$ cat src/rtl/cpu_pkg.sv
// Shared constants for the single-cycle MIPS32 subset core.
// Holds the opcode and funct encodings, the ALU operation set and the
// small selector enums used by the decoder in cpu. Imported by cpu.
package cpu_pkg;

  localparam logic [5:0] OP_RTYPE = 6'h00;
  localparam logic [5:0] OP_J     = 6'h02;
  localparam logic [5:0] OP_JAL   = 6'h03;
  localparam logic [5:0] OP_BEQ   = 6'h04;
  localparam logic [5:0] OP_BNE   = 6'h05;
  localparam logic [5:0] OP_ADDIU = 6'h09;
  localparam logic [5:0] OP_SLTI  = 6'h0A;
  localparam logic [5:0] OP_SLTIU = 6'h0B;
  localparam logic [5:0] OP_ANDI  = 6'h0C;
  localparam logic [5:0] OP_ORI   = 6'h0D;
  localparam logic [5:0] OP_XORI  = 6'h0E;
  localparam logic [5:0] OP_LUI   = 6'h0F;
  localparam logic [5:0] OP_LW    = 6'h23;
  localparam logic [5:0] OP_SW    = 6'h2B;

  localparam logic [5:0] FN_SLL  = 6'h00;
  localparam logic [5:0] FN_SRL  = 6'h02;
  localparam logic [5:0] FN_SRA  = 6'h03;
  localparam logic [5:0] FN_JR   = 6'h08;
  localparam logic [5:0] FN_JALR = 6'h09;
  localparam logic [5:0] FN_ADDU = 6'h21;
  localparam logic [5:0] FN_SUBU = 6'h23;
  localparam logic [5:0] FN_AND  = 6'h24;
  localparam logic [5:0] FN_OR   = 6'h25;
  localparam logic [5:0] FN_XOR  = 6'h26;
  localparam logic [5:0] FN_NOR  = 6'h27;
  localparam logic [5:0] FN_SLT  = 6'h2A;
  localparam logic [5:0] FN_SLTU = 6'h2B;

  typedef enum logic [3:0] {
    ALU_ADD, ALU_SUB, ALU_AND, ALU_OR, ALU_XOR, ALU_NOR,
    ALU_SLT, ALU_SLTU, ALU_SLL, ALU_SRL, ALU_SRA, ALU_LUI
  } alu_op_e;

  typedef enum logic [1:0] {B_REG, B_SEXT, B_ZEXT} b_sel_e;
  typedef enum logic [1:0] {WB_ALU, WB_MEM, WB_LINK} wb_sel_e;
  typedef enum logic [1:0] {DST_RD, DST_RT, DST_RA} dst_sel_e;

  function automatic logic [31:0] sext16(input logic [15:0] v);
    return {{16{v[15]}}, v};
  endfunction

endpackage

$ cat src/rtl/cpu_regfile.sv
// 32 x DATA_W register file: two combinational read ports, one write port
// on the rising clk edge. $0 is never written and always reads zero.
// Reads in the same cycle as a write return the old contents.
// Ports: clk, rst (sync, active-high, clears all registers),
//        ra1/ra2 -> rd1/rd2 read ports, we/wa/wd write port,
//        r31/r23/r5 live debug views.
module cpu_regfile #(
  parameter int DATA_W = 32
) (
  input  logic              clk,
  input  logic              rst,
  input  logic [4:0]        ra1,
  input  logic [4:0]        ra2,
  output logic [DATA_W-1:0] rd1,
  output logic [DATA_W-1:0] rd2,
  input  logic              we,
  input  logic [4:0]        wa,
  input  logic [DATA_W-1:0] wd,
  output logic [DATA_W-1:0] r31,
  output logic [DATA_W-1:0] r23,
  output logic [DATA_W-1:0] r5
);

  logic [DATA_W-1:0] regs [32];

  always_ff @(posedge clk) begin
    if (rst) begin
      for (int i = 0; i < 32; i++) regs[i] <= '0;
    end else if (we && wa != 5'd0) begin
      regs[wa] <= wd;
    end
  end

  assign rd1 = (ra1 == 5'd0) ? '0 : regs[ra1];
  assign rd2 = (ra2 == 5'd0) ? '0 : regs[ra2];

  assign r31 = regs[31];
  assign r23 = regs[23];
  assign r5  = regs[5];

endmodule

$ cat src/rtl/cpu.sv
// Single-cycle MIPS32 subset core: one instruction retires per clk edge.
// Decode, ALU and next-pc selection are combinational from inst and the
// register file; only pc and the register file hold state.
// Ports: clk, rst (sync, active-high), inst (instruction at pc),
//        pc (registered), mem_addr/wren/mem_write_data (data-memory
//        request, combinational), mem_read_data (load data),
//        r31/r23/r5 (debug register views).
module cpu
  import cpu_pkg::*;
#(
  parameter logic [31:0] RESET_PC = 32'h0000_0000
) (
  input  logic        clk,
  input  logic        rst,
  input  logic [31:0] inst,
  output logic [31:0] pc,
  output logic [31:0] mem_addr,
  input  logic [31:0] mem_read_data,
  output logic        wren,
  output logic [31:0] mem_write_data,
  output logic [31:0] r31,
  output logic [31:0] r23,
  output logic [31:0] r5
);

  logic [5:0]  opcode, funct;
  logic [4:0]  rs, rt, rd, shamt;
  logic [15:0] imm;
  logic [31:0] sext_imm, rs_data, rt_data, alu_b, alu_y, wb_data;
  logic [31:0] pc_plus4, pc_next;
  logic [4:0]  wa;

  alu_op_e  alu_op;
  b_sel_e   b_sel;
  wb_sel_e  wb_sel;
  dst_sel_e dst_sel;
  logic     reg_write, store, br_eq, br_ne, jump, jump_reg;

  assign opcode   = inst[31:26];
  assign rs       = inst[25:21];
  assign rt       = inst[20:16];
  assign rd       = inst[15:11];
  assign shamt    = inst[10:6];
  assign funct    = inst[5:0];
  assign imm      = inst[15:0];
  assign sext_imm = sext16(imm);

  // Decoder. Everything defaults to a NOP so unknown encodings fall through.
  always_comb begin
    alu_op    = ALU_ADD;
    b_sel     = B_REG;
    wb_sel    = WB_ALU;
    dst_sel   = DST_RD;
    reg_write = 1'b0;
    store     = 1'b0;
    br_eq     = 1'b0;
    br_ne     = 1'b0;
    jump      = 1'b0;
    jump_reg  = 1'b0;
    case (opcode)
      OP_RTYPE: begin
        reg_write = 1'b1;
        case (funct)
          FN_ADDU: alu_op = ALU_ADD;
          FN_SUBU: alu_op = ALU_SUB;
          FN_AND:  alu_op = ALU_AND;
          FN_OR:   alu_op = ALU_OR;
          FN_XOR:  alu_op = ALU_XOR;
          FN_NOR:  alu_op = ALU_NOR;
          FN_SLT:  alu_op = ALU_SLT;
          FN_SLTU: alu_op = ALU_SLTU;
          FN_SLL:  alu_op = ALU_SLL;
          FN_SRL:  alu_op = ALU_SRL;
          FN_SRA:  alu_op = ALU_SRA;
          FN_JR: begin
            reg_write = 1'b0;
            jump_reg  = 1'b1;
          end
          FN_JALR: begin
            jump_reg = 1'b1;
            wb_sel   = WB_LINK;
          end
          default: reg_write = 1'b0;
        endcase
      end
      OP_J:   jump = 1'b1;
      OP_JAL: begin
        jump      = 1'b1;
        reg_write = 1'b1;
        dst_sel   = DST_RA;
        wb_sel    = WB_LINK;
      end
      OP_BEQ: br_eq = 1'b1;
      OP_BNE: br_ne = 1'b1;
      OP_ADDIU, OP_SLTI, OP_SLTIU, OP_ANDI, OP_ORI, OP_XORI, OP_LUI: begin
        reg_write = 1'b1;
        dst_sel   = DST_RT;
        b_sel     = B_SEXT;
        case (opcode)
          OP_SLTI:  alu_op = ALU_SLT;
          OP_SLTIU: alu_op = ALU_SLTU;
          OP_ANDI: begin alu_op = ALU_AND; b_sel = B_ZEXT; end
          OP_ORI:  begin alu_op = ALU_OR;  b_sel = B_ZEXT; end
          OP_XORI: begin alu_op = ALU_XOR; b_sel = B_ZEXT; end
          OP_LUI:   alu_op = ALU_LUI;
          default:  alu_op = ALU_ADD;
        endcase
      end
      OP_LW: begin
        reg_write = 1'b1;
        dst_sel   = DST_RT;
        b_sel     = B_SEXT;
        wb_sel    = WB_MEM;
      end
      OP_SW: begin
        b_sel = B_SEXT;
        store = 1'b1;
      end
      default: ;
    endcase
  end

  always_comb begin
    case (b_sel)
      B_SEXT:  alu_b = sext_imm;
      B_ZEXT:  alu_b = {16'h0, imm};
      default: alu_b = rt_data;
    endcase
  end

  // Shifts operate on the second operand (rt) by shamt.
  always_comb begin
    case (alu_op)
      ALU_SUB:  alu_y = rs_data - alu_b;
      ALU_AND:  alu_y = rs_data & alu_b;
      ALU_OR:   alu_y = rs_data | alu_b;
      ALU_XOR:  alu_y = rs_data ^ alu_b;
      ALU_NOR:  alu_y = ~(rs_data | alu_b);
      ALU_SLT:  alu_y = {31'h0, $signed(rs_data) < $signed(alu_b)};
      ALU_SLTU: alu_y = {31'h0, rs_data < alu_b};
      ALU_SLL:  alu_y = alu_b << shamt;
      ALU_SRL:  alu_y = alu_b >> shamt;
      ALU_SRA:  alu_y = $unsigned($signed(alu_b) >>> shamt);
      ALU_LUI:  alu_y = {imm, 16'h0};
      default:  alu_y = rs_data + alu_b;
    endcase
  end

  assign pc_plus4 = pc + 32'd4;

  always_comb begin
    pc_next = pc_plus4;
    if (jump_reg)
      pc_next = rs_data;
    else if (jump)
      pc_next = {pc_plus4[31:28], inst[25:0], 2'b00};
    else if ((br_eq && rs_data == rt_data) || (br_ne && rs_data != rt_data))
      pc_next = pc_plus4 + {sext_imm[29:0], 2'b00};
  end

  always_comb begin
    case (wb_sel)
      WB_MEM:  wb_data = mem_read_data;
      WB_LINK: wb_data = pc_plus4;
      default: wb_data = alu_y;
    endcase
    case (dst_sel)
      DST_RT:  wa = rt;
      DST_RA:  wa = 5'd31;
      default: wa = rd;
    endcase
  end

  assign mem_addr       = alu_y;
  assign mem_write_data = rt_data;
  assign wren           = store & ~rst;

  always_ff @(posedge clk) begin
    if (rst) pc <= RESET_PC;
    else     pc <= pc_next;
  end

  cpu_regfile #(.DATA_W(32)) u_regfile (
    .clk (clk),
    .rst (rst),
    .ra1 (rs),
    .ra2 (rt),
    .rd1 (rs_data),
    .rd2 (rt_data),
    .we  (reg_write & ~rst),
    .wa  (wa),
    .wd  (wb_data),
    .r31 (r31),
    .r23 (r23),
    .r5  (r5)
  );

endmodule

$ cat config.mk
export PLATFORM = sky130hd
export DESIGN_NAME = cpu
export DESIGN_NICKNAME = d
export VERILOG_FILES = /design/src/rtl/cpu_pkg.sv /design/src/rtl/cpu_regfile.sv /design/src/rtl/cpu.sv
export SDC_FILE = /design/constraint.sdc
export NUM_CORES = 2
export LEC_CHECK = 0
export CAP_MARGIN = 40
export CORE_UTILIZATION = 63
export DETAILED_ROUTE_END_ITERATION = 16
export HOLD_SLACK_MARGIN = 0.15
export PLACE_DENSITY = 0.82
export SYNTH_ARGS = -nofsm -noshare
export SYNTH_HDL_FRONTEND = slang
export SYNTH_SLANG_ARGS = --single-unit
$ cat constraint.sdc
create_clock -name clk -period 18 [get_ports clk]
set_input_delay 5.4 -clock clk [delete_from_list [all_inputs] [get_ports clk]]
set_output_delay 5.4 -clock clk [all_outputs]
set_load 0.02 [all_outputs]
==> results of run 1 <==
## synth_stat cells, types with 35 or more instances
cell,n
a211oi_1,77
a21o_1,35
a21oi_1,264
a221o_1,51
a221oi_1,65
a22oi_1,149
a31oi_1,37
buf_2,125
buf_4,59
clkbuf_1,305
edfxtp_1,1024
ha_1,132
inv_1,157
mux2_2,36
mux2i_1,371
mux4_2,370
nand2_1,355
nand3_1,84
nor2_1,1131
nor3_1,193
o21ai_0,181
o221ai_1,77
o22ai_1,52
xnor2_1,73
xor2_1,44
## routing by layer
layer | GRT overflow | GRT usage (%)
met4 | 43 | 73.7
met5 | 0 | 39.3
met3 | 2 | 61.6
met2 | 42 | 91.0
met1 | 0 | 77.2
## cells by family after synthesis
| group | share of synthesized area, % |
|---|---|
| buffers and inverters | 5.32 |
| other | 0.00554 |
| AO/OA/AOI/OAI | 12.9 |
| multiplexers | 18.8 |
| AND/OR/NAND/NOR | 12.5 |
| XOR/XNOR | 1.52 |
| flip-flops | 46.4 |
| adder cells (fa/ha/maj) | 2.53 |
## metrics by stage
stage	hold WS [ps]	util (%)
after CTS	595	72.4
after detailed placement	584	69.2
after global placement	575	68.8
after floorplan	598	-
==> run_results.csv, run 1 <==
group,metric,value,unit
synth,synthCells,6056,
status,stop_stage,"5_1_grt",
placement,place_congestion,1.13,
floorplanning,initial_utilization,63.9,%
floorplanning,die_h,330,um
synth,syn_area_per_cell,11.2,um^2
synth,yosysTopAreaCellShare,45.5,%
synth,synth-seq-cells,1056,
floorplanning,rows,119,
synth,yosysWarnings,0,
clock_tree,cts-root-buf,"clkbuf_16",
global_route,grt_overflow,87,
timing,worst_endpoint,"mem_addr[30]",
synth,synth-edff-count,1024,
clock_tree,ctsHoldBuffers,0,
timing,endpoint_type,"primary output",
synth,synth.area.top_cells,"edfxtp_1, mux4_2, nor2_1, mux2i_1, ha_1",
clock_tree,clock_sinks,1056,
floorplanning,ios,259,
synth,synth_area,0.0676,mm^2
synth,synthFlopType,"edfxtp_1",
clock_tree,cts.repair.resized,0,
global_route,track_usage,76.1,%
synth,async_flop_share,0,%
synth,ys_seq_area_share,46.4,%
placement,post_dp_cell_area,0.0733,mm^2
synth,synth_cell_type_count,104,
synth,yosysTopAreaCell,"edfxtp_1",
placement,dp.cells,7612,
clock_tree,h-tree-depth,3,
status,firstError,"[ERROR GRT-0232] Routing congestion too high. Check the congestion heatmap in the GUI.",
clock_tree,post_cts_buffers,0,
placement,post-place-ws,213,ps
clock_tree,clock_path_buffers,3,
floorplanning,fp.dieW,330,um
status,status,"did not finish",
placement,portBuffers,258,
placement,hpwl,231,mm
global_route,grt_max_degree,68,
clock_tree,numCtsBuffers,104,
==> run 2: changes to the inputs <==
Settings changed: CORE_UTILIZATION 63 to 40, HOLD_SLACK_MARGIN 0.15 to not set, PLACE_DENSITY 0.82 to not set, PLACE_DENSITY_LB_ADDON set to 0.15.
==> run 2 against run 1 <==
  * The flow now finishes without violations
  * Synthesized cell count stayed put
  * Synthesized area is the same
==> run_results.csv, run 2 <==
group,metric,value,unit
status,status,"completed",
timing,timing.hold.ws,587,ps
detailed_routing,route.detailed.wl_per_inst,38.5,um
layout,layout_common_cells,"nor2_1, edfxtp_1, buf_4, mux2i_1, mux4_2",
worst_setup_path,startpoint,"inst[20]",
placement,portBuffers,258,
global_route,grt_overflow,0,
synth,ys_seq_area_share,46.4,%
synth,synthCells,6056,
detailed_routing,ant_nets,0,
clock_tree,post_cts_buffers,0,
worst_setup_path,endpoint_kind,"output pin",
global_route,grt_pass1_wl,455,mm
pwr,power_density,97.8,mW/mm^2
worst_setup_path,reg2reg_from,"u_regfile.regs[31][7]",
floorplanning,dieArea,0.171,mm^2
placement,hpwl,238,mm
timing,fin_setup_tns,0,ps
synth,yosysTopAreaCellShare,45.5,%
clock_tree,clock_sinks,1056,
timing,slew_headroom,29.9,%
layout,nFillCells,15400,
synth,yosysWarnings,0,
timing,worst_slew_pin_slew,1050,ps
timing,clock_skew,47.6,ps
synth,yosys.cell_count.top_type,"nor2_1",
floorplanning,fp.dieW,413,um
clock_tree,clock_path_buffers,3,
layout,final_util,46.5,%
pwr,peakVddDrop,79.0,uV
global_route,grt_pass1_vias,55100,
global_route,grt_max_degree,57,
global_route,antenna_found_initial,14,
layout,seqCellArea,0.0314,mm^2
pwr,p_leak,29.0,nW
layout,fin_nets,6545,
synth,synth-seq-cells,1056,
synth,syn_area_per_cell,11.2,um^2
timing,rsz0062_at_grt,"false",
timing,hold_viol,0,
detailed_routing,drt-total-wl,333,mm
worst_setup_path,crit_type,"input port to output pin",
detailed_routing,drt_first_pass_iters,8,
synth,synth_cell_type_count,104,
synth,synth.area.top_cells,"edfxtp_1, mux4_2, nor2_1, mux2i_1, ha_1",
detailed_routing,via_per_inst,6.79,
layout,top_regs,"u_regfile.regs x1024, pc x32",
synth,synth-edff-count,1024,
detailed_routing,drtIter0Drc,9008,
synth,synth_commonest_cells,"nor2_1, edfxtp_1, mux2i_1",
layout,largest_reg_flops,1024,
min_path,min_path_type,"flip-flop to flip-flop",
clock_tree,cts-root-buf,"clkbuf_16",
worst_setup_path,cp-start-kind,"input port",
timing,finalMaxSlewViolations,0,
synth,yosysTopAreaCell,"edfxtp_1",
floorplanning,core_area,0.168,mm^2
clock_tree,ctsHoldBuffers,0,
timing,max_freq,0.0562,GHz
clock_tree,numCtsBuffers,115,
clock_tree,clkTransAtPathRegs,60,ps
timing,finalCritPeriodShare,98.9,%
clock_tree,clock_latency,760,ps
layout,drive_above_1_share,18.4,%
floorplanning,die_h,413,um
global_route,track_usage,38.3,%
min_path,hold_start,"pc[1]",
timing,fin_crit,17800,ps
synth,synthFlopType,"edfxtp_1",
floorplanning,ios,259,
timing,finalSetupViolations,0,
clock_tree,cts.repair.resized,0,
detailed_routing,vias,58800,
worst_setup_path,cp_max_fo,11,
floorplanning,rows,150,
detailed_routing,drcViolationCount,0,
synth,synth_area,0.0676,mm^2
job,maxCapViolCount,0,
placement,place_congestion,1.09,
clock_tree,cts_tree,"done",
synth,async_flop_share,0,%
floorplanning,initial_utilization,40.4,%
layout,layout_commonest_cell,"nor2_1",
layout,syn_to_final_growth,15.2,%
worst_setup_path,cp.required,12600,ps
worst_setup_path,cp.arrival,12400,ps
clock_tree,h-tree-depth,3,
layout,regMostFlops,"u_regfile.regs",
layout,multiInputGateArea,0.0333,mm^2
==> run 2: cell counts after synthesis <==
Identical to the previous run, type by type.
==> run 2: worst paths after layout <==
path / end / slack [ps] / depth (start not counted)
worst min register to register: pc[1] / 590 / 2
worst max-delay path: mem_addr[28] / 200 / 20
worst min-delay path: pc[1] / 590 / 2
worst max register to register: u_regfile.regs[25][18] / 11170 / 20
==> run 2: stage by stage <==
| step | worst slack (ps) | cells | area, um^2 | power (W) |
|---|---|---|---|---|
| 4_1_cts | 327 | 8642 | 77900 | 0.00754 |
| 3_3_place_gp | 380 | 8398 | 73900 | 0.00518 |
| 5_1_grt | 46.4 | 8647 | 77900 | 0.00778 |
| 2_1_floorplan | 1830 | 6087 | 67800 | 0.00413 |
| 6_report | 197 | 8653 | 77900 | 0.00762 |
| 3_5_place_dp | 359 | 8427 | 74200 | 0.00522 |
==> run 2: logic make-up (layout without fill, tap and decap cells) <==
kind of cell | Yosys count | after routing | synth area share, %
AO/OA/AOI/OAI | 1254 | 1254 | 12.9
adder cells (fa/ha/maj) | 135 | 135 | 2.53
other | 1 | 39 | 0.00554
XOR/XNOR | 117 | 117 | 1.52
multiplexers | 789 | 789 | 18.8
AND/OR/NAND/NOR | 1976 | 1976 | 12.5
flip-flops | 1056 | 1056 | 46.4
buffers and inverters | 728 | 1083 | 5.32
==> run 2: layout make-up <==
class                           instances  share of cell area, %
Tap cell                             2204                   3.54
Sequential cell                      1056                   40.3
Clock inverter                         75                  0.846
Clock buffer                          140                   3.84
Timing Repair Buffer                  708                   8.00
Multi-Input combinational cell       4303                   42.7
Antenna cell                            7                 0.0225
Inverter                              160                  0.771
==> run 2: critical path, stage by stage <==
cell,delay [ps]
clkdlybuf4s50_1,900
buf_4,280
nand2b_1,420
buf_4,320
a21oi_1,100
a2111oi_4,820
a22o_1,260
ha_1,390
nor2_1,210
nor4b_1,410
nand2_1,110
a21oi_1,140
a211oi_1,170
a211o_1,370
a211oi_1,620
a21bo_2,260
nor4_1,60
buf_4,160
or3_1,390
clkdlybuf4s50_1,560
==> run 2: power by group <==
group	internal, W	switching (W)
combinational	0.000726	0.00170
sequential	0.00278	0.0000576
clock	0.00131	0.00104
total	0.00482	0.00280
==> run 2: layer usage <==
metal,GRT usage (%),up-vias,wire length [um]
li1,-,23600,-
met5,0,-,77
met4,22.7,14,23900
met2,58.4,4468,147000
met1,49.6,29700,124000
met3,9.06,920,38100
(Power assumes the default switching activity.)
